==> config.mk <==
export PLATFORM = sky130hd
export DESIGN_NAME = vga_text_renderer_flat
export DESIGN_NICKNAME = d
export VERILOG_FILES = /design/src/rtl/vga_text_pkg.sv /design/src/rtl/vga_text_renderer_if.sv /design/src/rtl/text_palette.sv /design/src/rtl/vga_text_renderer.sv /design/src/flat_wrapper.sv
export SDC_FILE = /design/constraint.sdc
export NUM_CORES = 1
export LEC_CHECK = 0
export CAP_MARGIN = 20
export CORE_MARGIN = 4
export CORE_UTILIZATION = 49
export DETAILED_ROUTE_END_ITERATION = 10
export DONT_BUFFER_PORTS = 1
export SLEW_MARGIN = 5
export SYNTH_ARGS = -nofsm -noshare
export SYNTH_HDL_FRONTEND = slang
export SYNTH_SLANG_ARGS = --single-unit
==> constraint.sdc <==
create_clock -name CLK_PIXEL -period 3.8 [get_ports CLK_PIXEL]
set_input_delay 0.38 -clock CLK_PIXEL [delete_from_list [all_inputs] [get_ports CLK_PIXEL]]
set_output_delay 0.38 -clock CLK_PIXEL [all_outputs]
set_load 0.1 [all_outputs]
==> src/rtl/vga_text_pkg.sv <==
// rtl/vga_text_pkg.sv - shared constants, VRAM word layout, stage records and palette for the text renderer
package vga_text_pkg;
    localparam int COLS    = 100;
    localparam int ROWS    = 75;
    localparam int LATENCY = 4;

    // VRAM word: [7:0] char code, [11:8] fg index, [15:12] bg index
    localparam int CHAR_LSB = 0;
    localparam int CHAR_W   = 8;
    localparam int FG_LSB   = 8;
    localparam int BG_LSB   = 12;
    localparam int IDX_W    = 4;

    // CGA-style palette, entry 0 in the low 12 bits
    localparam logic [15:0][11:0] PALETTE = {
        12'hFFF, 12'hFF5, 12'hF5F, 12'hF55, 12'h5FF, 12'h5F5, 12'h55F, 12'h555,
        12'hAAA, 12'hA50, 12'hA0A, 12'hA00, 12'h0AA, 12'h0A0, 12'h00A, 12'h000
    };

    // cursor/pixel info carried from the coordinate stage to the VRAM-sample stage
    typedef struct packed {
        logic       hit;
        logic [2:0] px;
        logic [2:0] py;
    } carry_t;

    typedef struct packed {
        logic [12:0] vram_addr;
        carry_t      c;
    } fetch_t;

    // colour selection info carried to the final stage
    typedef struct packed {
        logic [IDX_W-1:0] fg;
        logic [IDX_W-1:0] bg;
        logic             hit;
        logic [2:0]       px;
    } shade_t;

    typedef struct packed {
        logic [10:0] font_addr;
        shade_t      sh;
    } glyph_t;

    // row*cols as a sum of shifted copies of row, one per set bit of cols;
    // for 100 this is (row<<6)+(row<<5)+(row<<2)
    function automatic logic [12:0] times_cols(input logic [7:0] row, input int cols);
        logic [12:0] acc;
        acc = '0;
        for (int i = 0; i < 7; i++) begin
            if (cols[i]) begin
                acc = acc + (13'(row) << i);
            end
        end
        return acc;
    endfunction
endpackage

==> src/rtl/vga_text_renderer_if.sv <==
// rtl/vga_text_renderer_if.sv - VRAM and font ROM read bus between renderer (master) and memories (slave)
interface vga_text_renderer_if;
    logic [12:0] VRAM_ADDR;
    logic [15:0] VRAM_DATA;
    logic [10:0] FONT_ADDR;
    logic [7:0]  FONT_DATA;

    modport master (output VRAM_ADDR, output FONT_ADDR, input VRAM_DATA, input FONT_DATA);
    modport slave  (input VRAM_ADDR, input FONT_ADDR, output VRAM_DATA, output FONT_DATA);
endinterface

==> src/rtl/text_palette.sv <==
// rtl/text_palette.sv - combinational 4-bit colour index to 12-bit RGB lookup
// Ports: idx (palette index in), rgb ({R,G,B} out, 4 bits each).
module text_palette
    import vga_text_pkg::*;
(
    input  logic [IDX_W-1:0] idx,
    output logic [11:0]      rgb
);
    assign rgb = PALETTE[idx];
endmodule

==> src/rtl/vga_text_renderer.sv <==
// rtl/vga_text_renderer.sv - 100x75 cell, 8x8 glyph text renderer with palette and blinking cursor
// Ports: CLK_PIXEL/RESET_N (clock, async active-low reset); SCREEN_X/Y coordinates;
//        HS_IN/VS_IN/DE_IN timing (one cycle behind coordinates); CURSOR_X/Y/EN;
//        mem (VRAM and font ROM read bus, master side); R/G/B/HS/VS aligned outputs.
module vga_text_renderer #(
    parameter int COLS      = vga_text_pkg::COLS,
    parameter int ROWS      = vga_text_pkg::ROWS,
    parameter int BLINK_BIT = 4
) (
    input  logic                        CLK_PIXEL,
    input  logic                        RESET_N,
    input  logic [10:0]                 SCREEN_X,
    input  logic [10:0]                 SCREEN_Y,
    input  logic                        HS_IN,
    input  logic                        VS_IN,
    input  logic                        DE_IN,
    input  logic [6:0]                  CURSOR_X,
    input  logic [6:0]                  CURSOR_Y,
    input  logic                        CURSOR_EN,
    vga_text_renderer_if.master         mem,
    output logic [3:0]                  R,
    output logic [3:0]                  G,
    output logic [3:0]                  B,
    output logic                        HS,
    output logic                        VS
);
    import vga_text_pkg::*;

    logic [7:0]  col;
    logic [7:0]  row;
    logic        in_range;
    logic        glyph_bit;
    logic        swap;
    logic [IDX_W-1:0] pal_idx;
    logic [11:0] pal_rgb;

    fetch_t s1_q, s1_d;     // after coordinate edge
    carry_t s2_q, s2_d;     // while VRAM read is in flight
    glyph_t s3_q, s3_d;     // after VRAM sample
    shade_t s4_q, s4_d;     // while font read is in flight
    logic [11:0] rgb_q, rgb_d;
    // syncs enter one cycle late, so LATENCY flops realign them with RGB;
    // DE only needs to reach the colour mux, one flop earlier
    logic [LATENCY-1:0] hs_pipe_q, hs_pipe_d;
    logic [LATENCY-1:0] vs_pipe_q, vs_pipe_d;
    logic [LATENCY-2:0] de_pipe_q, de_pipe_d;
    logic [4:0]  frame_q, frame_d;

    text_palette u_palette (
        .idx (pal_idx),
        .rgb (pal_rgb)
    );

    always_comb begin
        col      = SCREEN_X[10:3];
        row      = SCREEN_Y[10:3];
        in_range = (int'(col) < COLS) && (int'(row) < ROWS);

        s1_d.vram_addr = in_range ? (times_cols(row, COLS) + 13'(col)) : 13'd0;
        s1_d.c.hit     = in_range & CURSOR_EN & (col == {1'b0, CURSOR_X}) & (row == {1'b0, CURSOR_Y});
        s1_d.c.px      = SCREEN_X[2:0];
        s1_d.c.py      = SCREEN_Y[2:0];

        s2_d = s1_q.c;

        s3_d.font_addr = {mem.VRAM_DATA[CHAR_LSB +: CHAR_W], s2_q.py};
        s3_d.sh.fg     = mem.VRAM_DATA[FG_LSB +: IDX_W];
        s3_d.sh.bg     = mem.VRAM_DATA[BG_LSB +: IDX_W];
        s3_d.sh.hit    = s2_q.hit;
        s3_d.sh.px     = s2_q.px;

        s4_d = s3_q.sh;

        // cursor blink inverts the glyph bit, i.e. swaps fg and bg
        glyph_bit = mem.FONT_DATA[3'd7 - s4_q.px];
        swap      = s4_q.hit & frame_q[BLINK_BIT];
        pal_idx   = (glyph_bit ^ swap) ? s4_q.fg : s4_q.bg;
        rgb_d     = de_pipe_q[LATENCY-2] ? pal_rgb : 12'h000;

        hs_pipe_d = {hs_pipe_q[LATENCY-2:0], HS_IN};
        vs_pipe_d = {vs_pipe_q[LATENCY-2:0], VS_IN};
        de_pipe_d = {de_pipe_q[LATENCY-3:0], DE_IN};

        // vs_pipe_q[0] is last cycle's VS_IN, giving a registered rising-edge detect
        frame_d = frame_q + ((VS_IN & ~vs_pipe_q[0]) ? 5'd1 : 5'd0);
    end

    always_ff @(posedge CLK_PIXEL or negedge RESET_N) begin
        if (!RESET_N) begin
            s1_q      <= '0;
            s2_q      <= '0;
            s3_q      <= '0;
            s4_q      <= '0;
            rgb_q     <= '0;
            hs_pipe_q <= '0;
            vs_pipe_q <= '0;
            de_pipe_q <= '0;
            frame_q   <= '0;
        end else begin
            s1_q      <= s1_d;
            s2_q      <= s2_d;
            s3_q      <= s3_d;
            s4_q      <= s4_d;
            rgb_q     <= rgb_d;
            hs_pipe_q <= hs_pipe_d;
            vs_pipe_q <= vs_pipe_d;
            de_pipe_q <= de_pipe_d;
            frame_q   <= frame_d;
        end
    end

    assign mem.VRAM_ADDR = s1_q.vram_addr;
    assign mem.FONT_ADDR = s3_q.font_addr;
    assign {R, G, B}     = rgb_q;
    assign HS            = hs_pipe_q[LATENCY-1];
    assign VS            = vs_pipe_q[LATENCY-1];
endmodule

==> src/flat_wrapper.sv <==
// flat-port wrapper written by rule: the top's interface ports become plain ports
module vga_text_renderer_flat import vga_text_pkg::*;
#(
    parameter int COLS      = vga_text_pkg::COLS,
    parameter int ROWS      = vga_text_pkg::ROWS,
    parameter int BLINK_BIT = 4
)
  (CLK_PIXEL, RESET_N, SCREEN_X, SCREEN_Y, HS_IN, VS_IN, DE_IN, CURSOR_X, CURSOR_Y, CURSOR_EN, R, G, B, HS, VS, mem_VRAM_ADDR, mem_FONT_ADDR, mem_VRAM_DATA, mem_FONT_DATA);
  vga_text_renderer_if mem_i ();
  input  logic CLK_PIXEL;
  input  logic RESET_N;
  input  logic [10:0] SCREEN_X;
  input  logic [10:0] SCREEN_Y;
  input  logic HS_IN;
  input  logic VS_IN;
  input  logic DE_IN;
  input  logic [6:0] CURSOR_X;
  input  logic [6:0] CURSOR_Y;
  input  logic CURSOR_EN;
  output logic [3:0] R;
  output logic [3:0] G;
  output logic [3:0] B;
  output logic HS;
  output logic VS;
  output wire logic [$bits(mem_i.VRAM_ADDR)-1:0] mem_VRAM_ADDR;
  output wire logic [$bits(mem_i.FONT_ADDR)-1:0] mem_FONT_ADDR;
  input wire logic [$bits(mem_i.VRAM_DATA)-1:0] mem_VRAM_DATA;
  input wire logic [$bits(mem_i.FONT_DATA)-1:0] mem_FONT_DATA;
  assign mem_VRAM_ADDR = mem_i.VRAM_ADDR;
  assign mem_FONT_ADDR = mem_i.FONT_ADDR;
  assign mem_i.VRAM_DATA = mem_VRAM_DATA;
  assign mem_i.FONT_DATA = mem_FONT_DATA;
  vga_text_renderer #(.COLS(COLS), .ROWS(ROWS), .BLINK_BIT(BLINK_BIT)) u_core (.CLK_PIXEL(CLK_PIXEL), .RESET_N(RESET_N), .SCREEN_X(SCREEN_X), .SCREEN_Y(SCREEN_Y), .HS_IN(HS_IN), .VS_IN(VS_IN), .DE_IN(DE_IN), .CURSOR_X(CURSOR_X), .CURSOR_Y(CURSOR_Y), .CURSOR_EN(CURSOR_EN), .mem(mem_i), .R(R), .G(G), .B(B), .HS(HS), .VS(VS));
endmodule
**Yosys cells after proc, flatten, opt, wreduce, memory -nomap -nowiden**

Memories as Yosys holds them, arrays and structs flattened.
Index checks and enable logic that the tools add are counted.

- Equal/unequal tests: 2
- $add $sub $neg: 5
- Reductions and logical operators: 1
- Order comparisons: 4
- Bitwise operators: 7
- Mux-type cells: 7

Operators with widths:

| cell | number |
|---|---|
| 12-bit two-way mux | 2 |
| 8-bit by 7-bit == test with 1-bit output | 2 |
| 8-bit by 7-bit less-than comparator with 1-bit output (second input constant) | 2 |
| 10-bit by 13-bit adder with 13-bit output | 1 |
| 13-bit adder | 1 |
| 13-bit by 8-bit adder with 13-bit output | 1 |
| 13-bit two-way mux | 1 |
| 5-bit adder | 1 |
| 1-bit AND | 5 |
| 4-bit by 5-bit less-than comparator with 1-bit output (second input constant) | 1 |
| 3-bit by 4-bit less-than comparator with 1-bit output (second input constant) | 1 |
| 4-bit two-way mux | 1 |
| 1-bit binary-select mux with 3-bit select | 1 |
| 3-bit subtractor (first input constant) | 1 |
| 1-bit two-way mux | 2 |
| 1-bit logical AND | 1 |
| 1-bit inverter | 1 |
| 1-bit bitwise XOR | 1 |

- Flip-flop bits (word level): 90
- Memories: 1
- Bits of input ports: 66
- Memory bits (read-only): 192
- Output and inout bits: 38

Memories:

| memory | words | width | rd ports | clocked after Yosys merged registers in | wr ports | RTL line | RTL |
|---|---|---|---|---|---|---|---|
| (name not given) | 16 | 12 | 1 | 0 | 0 | text_palette.sv:9 | `assign rgb = PALETTE[idx];` |

**Longest topological paths before layout**

Gate-level depths: netlist of run 1.

- Depth after elaboration: 8
- Gate-level depth with buffers: 11

**By module**

From an unflattened synthesis of run 1, not the netlist that was laid out.

- Cells, all modules: 289
- Area, all modules: 3838.7 µm²

By module, submodules not included:

| module | cells each | area an instance (µm²) | times used |
|---|---|---|---|
| vga_text_renderer | 275 | 3738.6 | 1 |
| text_palette | 14 | 100.1 | 1 |

**Worst setup path after synthesis of run 1**

Ideal clock, no wire load.

- Kind: input to register
- Start point: in SCREEN_Y[5]
- End point: reg u_core.s1_q, in the netlist u_core.mem.VRAM_ADDR[11]
- Library setup time: 130 ps
- Cell stages on the path: 9
- Slack: 1094 ps
- Required time: 3670 ps
- Arrival: 2575 ps
- Path through: inv_1 -> fa_1 -> fa_1 -> inv_1 -> ha_1 -> or4_1 -> o21ai_0 -> xor2_1 -> nor2_1

RTL lines:

| item | RTL line | RTL |
|---|---|---|
| start: declaration | flat_wrapper.sv:13 | `input logic [10:0] SCREEN_Y;` |
| end signal: assignment | vga_text_renderer.sv:90 | `s1_q <= '0;` |
| end signal: assignment | vga_text_renderer.sv:100 | `s1_q <= s1_d;` |
| end: declaration | vga_text_renderer.sv:37 | `fetch_t s1_q, s1_d;` |

==> results.cfg, run 1 <==
[synth]
synth_cell_types = 34
synth_common_cells = dfrtp_1 (83), buf_4 (31), inv_1 (29)
synth_seq_cells = 83
synth_area_leader_cell = dfrtp_1
synth_most_common_cell = dfrtp_1
yosysWarnings = 0
synth.area.top_cells = dfrtp_1 (57%), ha_1 (9.3%), buf_4 (6.4%)
synth.net_count = 376
syn_inst = 275
synth_area_per_cell_um2 = 13.16
yosysSeqAreaShare_pct = 57.40
syn_area_mm2 = 0.003618
yosysTopAreaCellShare_pct = 57.40
async_flop_share_pct = 100.0
synth_flop_cell = dfrtp_1
synth_edf_count = 0

[clocking]
cts_buffers = 9
clock-root-buffer = clkbuf_8
cts.path.max_buffers = 2
clk_latency_ns = 0.33
clkSinkCount = 83
h-tree-depth = 3
cts_tree = done
clk_pin_slew_worst_paths_ns = 0.08

[finish]
multi_input_area_mm2 = 0.001196
antenna_cells = 0
ff_latch_area_mm2 = 0.002086
drive_gt1_share_pct = 9.195
fin_util_pct = 52.17
filler_cell_count = 642
layout.cells.non_filler = 360
nets = 357
synthToLayoutAreaGrowth_pct = 4.011
postLayoutCellArea_mm2 = 0.003764

[die]
num_rows = 31
dieArea_mm2 = 0.008824
die_y_um = 93.94
die_width_um = 93.94
core-area_mm2 = 0.007214
start_util_pct = 50.16
pin_count = 104

[timing]
tns_ns = 0
slew_headroom_pct = 27.05
worst_pin_slew_ns = 1.099
min_period_ns = 2.465
fin_worst_skew_ns = 0.007406
finalHoldViolCount = 0
worst_slack_ns = 1.335
final-max-slew-violation-count = 0
period_share_pct = 64.88
setup_viol = 0
worst_hold_slack_ns = 0.06672
fmaxAchievable_mhz = 405.6
rsz0062_at_grt = false

[power_and_ir_drop]
power_density_mw_per_mm2 = 561.8
peakVddDrop_mv = 0.1828
finalPower_mw = 2.115
p_leak_nw = 1.782

[worst_setup_path]
start_kind = input pin
critPathSlowestCell = fa_1
path_max_fanout = 5
required_ns = 4.01
crit_chain = inv_1 -> fa_1 -> fa_1 -> inv_1 -> ha_1 -> or4_1 -> o21ai_0 -> xor2_1 -> nor2_1
cp_slowest_stage_delay_ns = 0.51
cp-end-kind = flip-flop
critPathKind = input pin to flip-flop
arrival_ns = 2.68

[placed_design]
dp_hpwl_mm = 4.165
io_buffers = 0
place_inst = 342
gp_congestion = 0.7841
post-place-ws_ns = 0.9571
place_area_mm2 = 0.003515

[status]
outcome = finished clean

[global_route]
overflow = 0
gr-usage-all-layers_pct = 13.43
grt_first_pass_wirelength_mm = 9.018
antenna_found_initial = 0
grt_pass1_vias = 1876
grt_max_degree = 84

[routing]
drt_iter0_markers = 53
vias = 1779
totalWireLength_mm = 5.436
wl_per_cell_um = 15.10
drtPass1Iterations = 4
ant_nets = 0
drc_errors = 0
via_per_inst = 4.942

[worst_hold_path]
min_path_type = input pin to flip-flop

[job]
maxCapViolCount = 0
-- cells in the final DEF, fill, tap and decap left out, drive strengths merged, types with 8 or more instances in the layout --
cell / count
xnor2: 13
dfrtp: 83
xor2: 10
ha: 27
fa: 8
clkbuf: 12
inv: 30
o21ai: 8
nor2: 9
-- critical path: cells and delay by family --
family,cells,cell delay [ns]
and+or+nand+nor,2,0.56
buffers and inverters,2,0.15
adders and majority gates,3,1.19
xor gates and xnor gates,1,0.17
AOI/OAI and AO/OA,1,0.21
-- flip-flops by register name (all words and copies together) (netlist names) --
signal                cells
u_core.s3_q              12
u_core.s2_q               7
u_core.frame_q            5
u_core.rgb_q              5
u_core.s1_q               7
u_core.de_pipe_q          3
u_core.vs_pipe_q          4
u_core.s4_q              12
u_core.mem.FONT_ADDR     11
u_core.hs_pipe_q          4
u_core.mem.VRAM_ADDR     13
-- power by group --
| part | switching (mW) | internal (mW) | leakage [nW] | total (mW) |
|---|---|---|---|---|
| Clock | 0.291 | 0.345 | 0.107 | 0.636 |
| Sequential | 0.260 | 0.953 | 1.00 | 1.21 |
| Combinational | 0.140 | 0.127 | 0.671 | 0.267 |
-- path summary, 6_finish.rpt --
| kind | startpoint | end | slack (ns) | depth (start not counted) |
|---|---|---|---|---|
| worst max-delay path | SCREEN_Y[5] | u_core.mem.VRAM_ADDR[11] | 1.33 | 9 |
| worst min-delay path | SCREEN_Y[2] | u_core.s1_q[2] | 0.07 | 0 |
| worst max register to register | u_core.s4_q[1] | u_core.rgb_q[7] | 1.82 | 5 |
| worst min register to register | u_core.hs_pipe_q[2] | u_core.hs_pipe_q[3] | 0.35 | 0 |
| max in group asynchronous | RESET_N | u_core.s1_q[6] | 2.88 | 2 |
| min in group asynchronous | RESET_N | u_core.rgb_q[10] | 0.61 | 2 |
-- routing by layer --
| layer | vias up | global-route usage (%) | wire length [um] |
|---|---|---|---|
| met5 | - | 0 | 0 |
| met4 | 0 | 5.054 | 46 |
| met3 | 2 | 4.808 | 354 |
| met2 | 64 | 22.47 | 2848 |
| met1 | 886 | 15.82 | 2185 |
| li1 | 827 | - | - |
-- area by class of cell --
cell class / count / share of cell area [%]
Clock buffer: 12 / 4.122
Clock inverter: 4 / 1.496
Inverter: 29 / 2.892
Multi-Input combinational cell: 131 / 31.78
Sequential cell: 83 / 55.42
Tap cell: 99 / 3.291
Timing Repair Buffer: 2 / 0.9973
-- cells by family after synthesis --
group	share of synthesized area (%)
AO/OA/AOI/OAI	4.841
flip-flops	57.40
buffers and inverters	9.543
multiplexers	2.939
XOR/XNOR	5.775
AND/OR/NAND/NOR	5.740
adder cells (fa/ha/maj)	13.76
-- timing repair --
item	4_1_cts	5_1_grt
endpoints found under the hold margin	83	0
gates resized for setup	0	0
setup buffers	0	0
hold buffers	2	0
No activity file was read; power rests on OpenSTA's default activity.
==> run 2: changes to the inputs <==
PLACE_DENSITY = 0.66   (was not set)
clock period = 2.15 ns   (was 3.8 ns; I/O delays follow)
==> run 2 against run 1 <==
- utilization grew 9.4 points
- critical path depth grew 1
- routed wire length grew 15%
- clock power grew 79%
- register-to-register slack lost 1.7 ns
- final cell count grew 19%
- largest cell class unchanged
- via count grew 15%
- highest routed layer unchanged
- sequential power grew 48%
- worst setup slack lost 1.3 ns
- count of clock-buffer cells in the layout shrank 1
- critical path type unchanged
- first-iteration DRC count shrank 49%
- sequential share of layout area shrank 8.4 points
==> results.cfg, run 2 (synthesized netlist as in run 1, its figures left out) <==
[status]
outcome = finished clean

[timing]
slew_headroom_pct = 42.15
period_share_pct = 99.82
rsz0062_at_grt = true
worst_pin_slew_ns = 0.8684
min_period_ns = 2.146
fin_worst_skew_ns = 0.01125
setup_viol = 0
fmaxAchievable_mhz = 466.0
finalHoldViolCount = 0
worst_hold_slack_ns = 0.02328
final-max-slew-violation-count = 0

[worst_setup_path]
crit_top_cell = fa_1
rr_startpoint = u_core.s4_q[1]
timing.critical_path.to = u_core.mem.VRAM_ADDR[12]
worst-path-buf-inv = 2
cp-startpoint = SCREEN_X[9]
r2r_setup_slack_ns = 0.17
cp-end-kind = flip-flop
r2r-end = u_core.rgb_q[3]
cp_top_family = adder cells
start_kind = input pin
arrival_ns = 2.36
cp_slowest_stage_delay_ns = 0.54
path_max_fanout = 3
cp.depth = 10
critPathSlowestCell = fa_1
critPathKind = input pin to flip-flop
worstRegToRegCells = 5
crit_chain = inv_8 -> fa_1 -> inv_1 -> fa_1 -> ha_4 -> nor2b_4 -> o31a_1 -> o22ai_2 -> xnor2_1 -> nor2_1
required_ns = 2.36

[clocking]
cts.path.max_buffers = 2
cts_buffers = 9
post-cts-setup-buffer-count = 0
cts_tree = done
clock-root-buffer = clkbuf_8
clk_pin_slew_worst_paths_ns = 0.08
clkSinkCount = 83
clk_latency_ns = 0.33
h-tree-depth = 3

[finish]
layout_common_cells = dfrtp_1 (78), buf_4 (42), dlygate4sd3_1 (28), inv_1 (25), ha_1 (24)
largest_register_ffs = 13
filler_cell_count = 595
synthToLayoutAreaGrowth_pct = 22.72
antenna_cells = 0
postLayoutCellArea_mm2 = 0.004441
nets = 428
fin_util_pct = 61.55
layout.cells.non_filler = 430
final_common_cell = dfrtp_1
drive_gt1_share_pct = 23.87

[global_route]
grt_pass1_vias = 2232
gr-usage-all-layers_pct = 15.38
antenna_found_initial = 0
overflow = 0
grt_use_met1_pct = 16.59
grt-busiest-layer = met2
grt_max_degree = 84
grt_first_pass_wirelength_mm = 10.31
met3_usage_pct = 4.888
use_met2_pct = 27.74

[routing]
via_per_inst = 4.774
drtPass1Iterations = 4
ant_nets = 0
wl_per_cell_um = 14.48
drc_errors = 0
vias = 2053
drt_iter0_markers = 27
totalWireLength_mm = 6.227

[die]
start_util_pct = 50.16
dieArea_mm2 = 0.008824
die_width_um = 93.94
pin_count = 104
num_rows = 31
die_y_um = 93.94
core-area_mm2 = 0.007214

[power_and_ir_drop]
p_int_mw = 2.738
finalPower_mw = 3.996
p_leak_nw = 2.125
p_sw_mw = 1.258
switching_share_pct = 31.48
power_density_mw_per_mm2 = 899.8
seq_power_share_pct = 44.9
p_comb_share_pct = 26.6
clkPwrFrac_pct = 28.5
peakVddDrop_mv = 0.3458

[placed_design]
gp_congestion = 0.8181
place_inst = 386
io_buffers = 0
place_area_mm2 = 0.003904
dp_hpwl_mm = 4.635

[worst_hold_path]
min_path_type = input pin to flip-flop

[job]
maxCapViolCount = 0
[run 2: area by class of cell]
| cell class | count | area [um^2] | share of cell area, % |
|---|---|---|---|
| Clock inverter | 4 | 73.82 | 1.662 |
| Inverter | 29 | 120.1 | 2.705 |
| Timing Repair Buffer | 73 | 663.1 | 14.93 |
| Sequential cell | 83 | 2086 | 46.97 |
| Tap cell | 99 | 123.9 | 2.790 |
| Clock buffer | 11 | 131.4 | 2.959 |
| Multi-Input combinational cell | 131 | 1242 | 27.98 |
[run 2: what timing repair did]
item                                    in CTS  in global routing
hold endpoints to repair                   110                 83
hold buffers                                27                  2
resized for setup                            0                  7
endpoints found under the setup margin       0                  5
[run 2: worst min-delay path by stage]
stage / start / endpoint / slack, ns / depth (start not counted)
floorplan: RESET_N / u_core.de_pipe_q[0] / -0.08 / 0
global placement: RESET_N / u_core.vs_pipe_q[3] / -0.08 / 0
detailed placement: RESET_N / u_core.vs_pipe_q[3] / -0.08 / 0
CTS: RESET_N / u_core.vs_pipe_q[3] / -0.46 / 0
global route: CURSOR_EN / u_core.s1_q[6] / 0.01 / 2
finish: CURSOR_EN / u_core.s1_q[6] / 0.02 / 2
[run 2: power by group through the flow]
stage / registers (mW) / logic [mW] / clock network, mW
after floorplan: 1.84 / 0.767 / 0
after global placement: 1.82 / 0.951 / 0
after detailed placement: 1.83 / 0.967 / 0
after CTS: 1.80 / 1.01 / 1.19
after global routing: 1.81 / 1.16 / 1.25
final: 1.79 / 1.06 / 1.14
[run 2: metal layers]
layer / wire length, um / share of wire (%)
met1: 2258 / 36
met2: 3472 / 56
met3: 416 / 6.7
met4: 79 / 1.3
met5: 0 / 0
[run 2: metrics by stage]
| step | setup slack [ns] | setup TNS (ns) |
|---|---|---|
| 5_1_grt | -0.06662 | -0.1952 |
| 6_report | 0.003854 | 0 |
| 3_3_place_gp | -0.3381 | -1.617 |
| 3_5_place_dp | -0.3397 | -1.809 |
| 4_1_cts | 0.02624 | 0 |
| 2_1_floorplan | -0.2268 | -0.8105 |
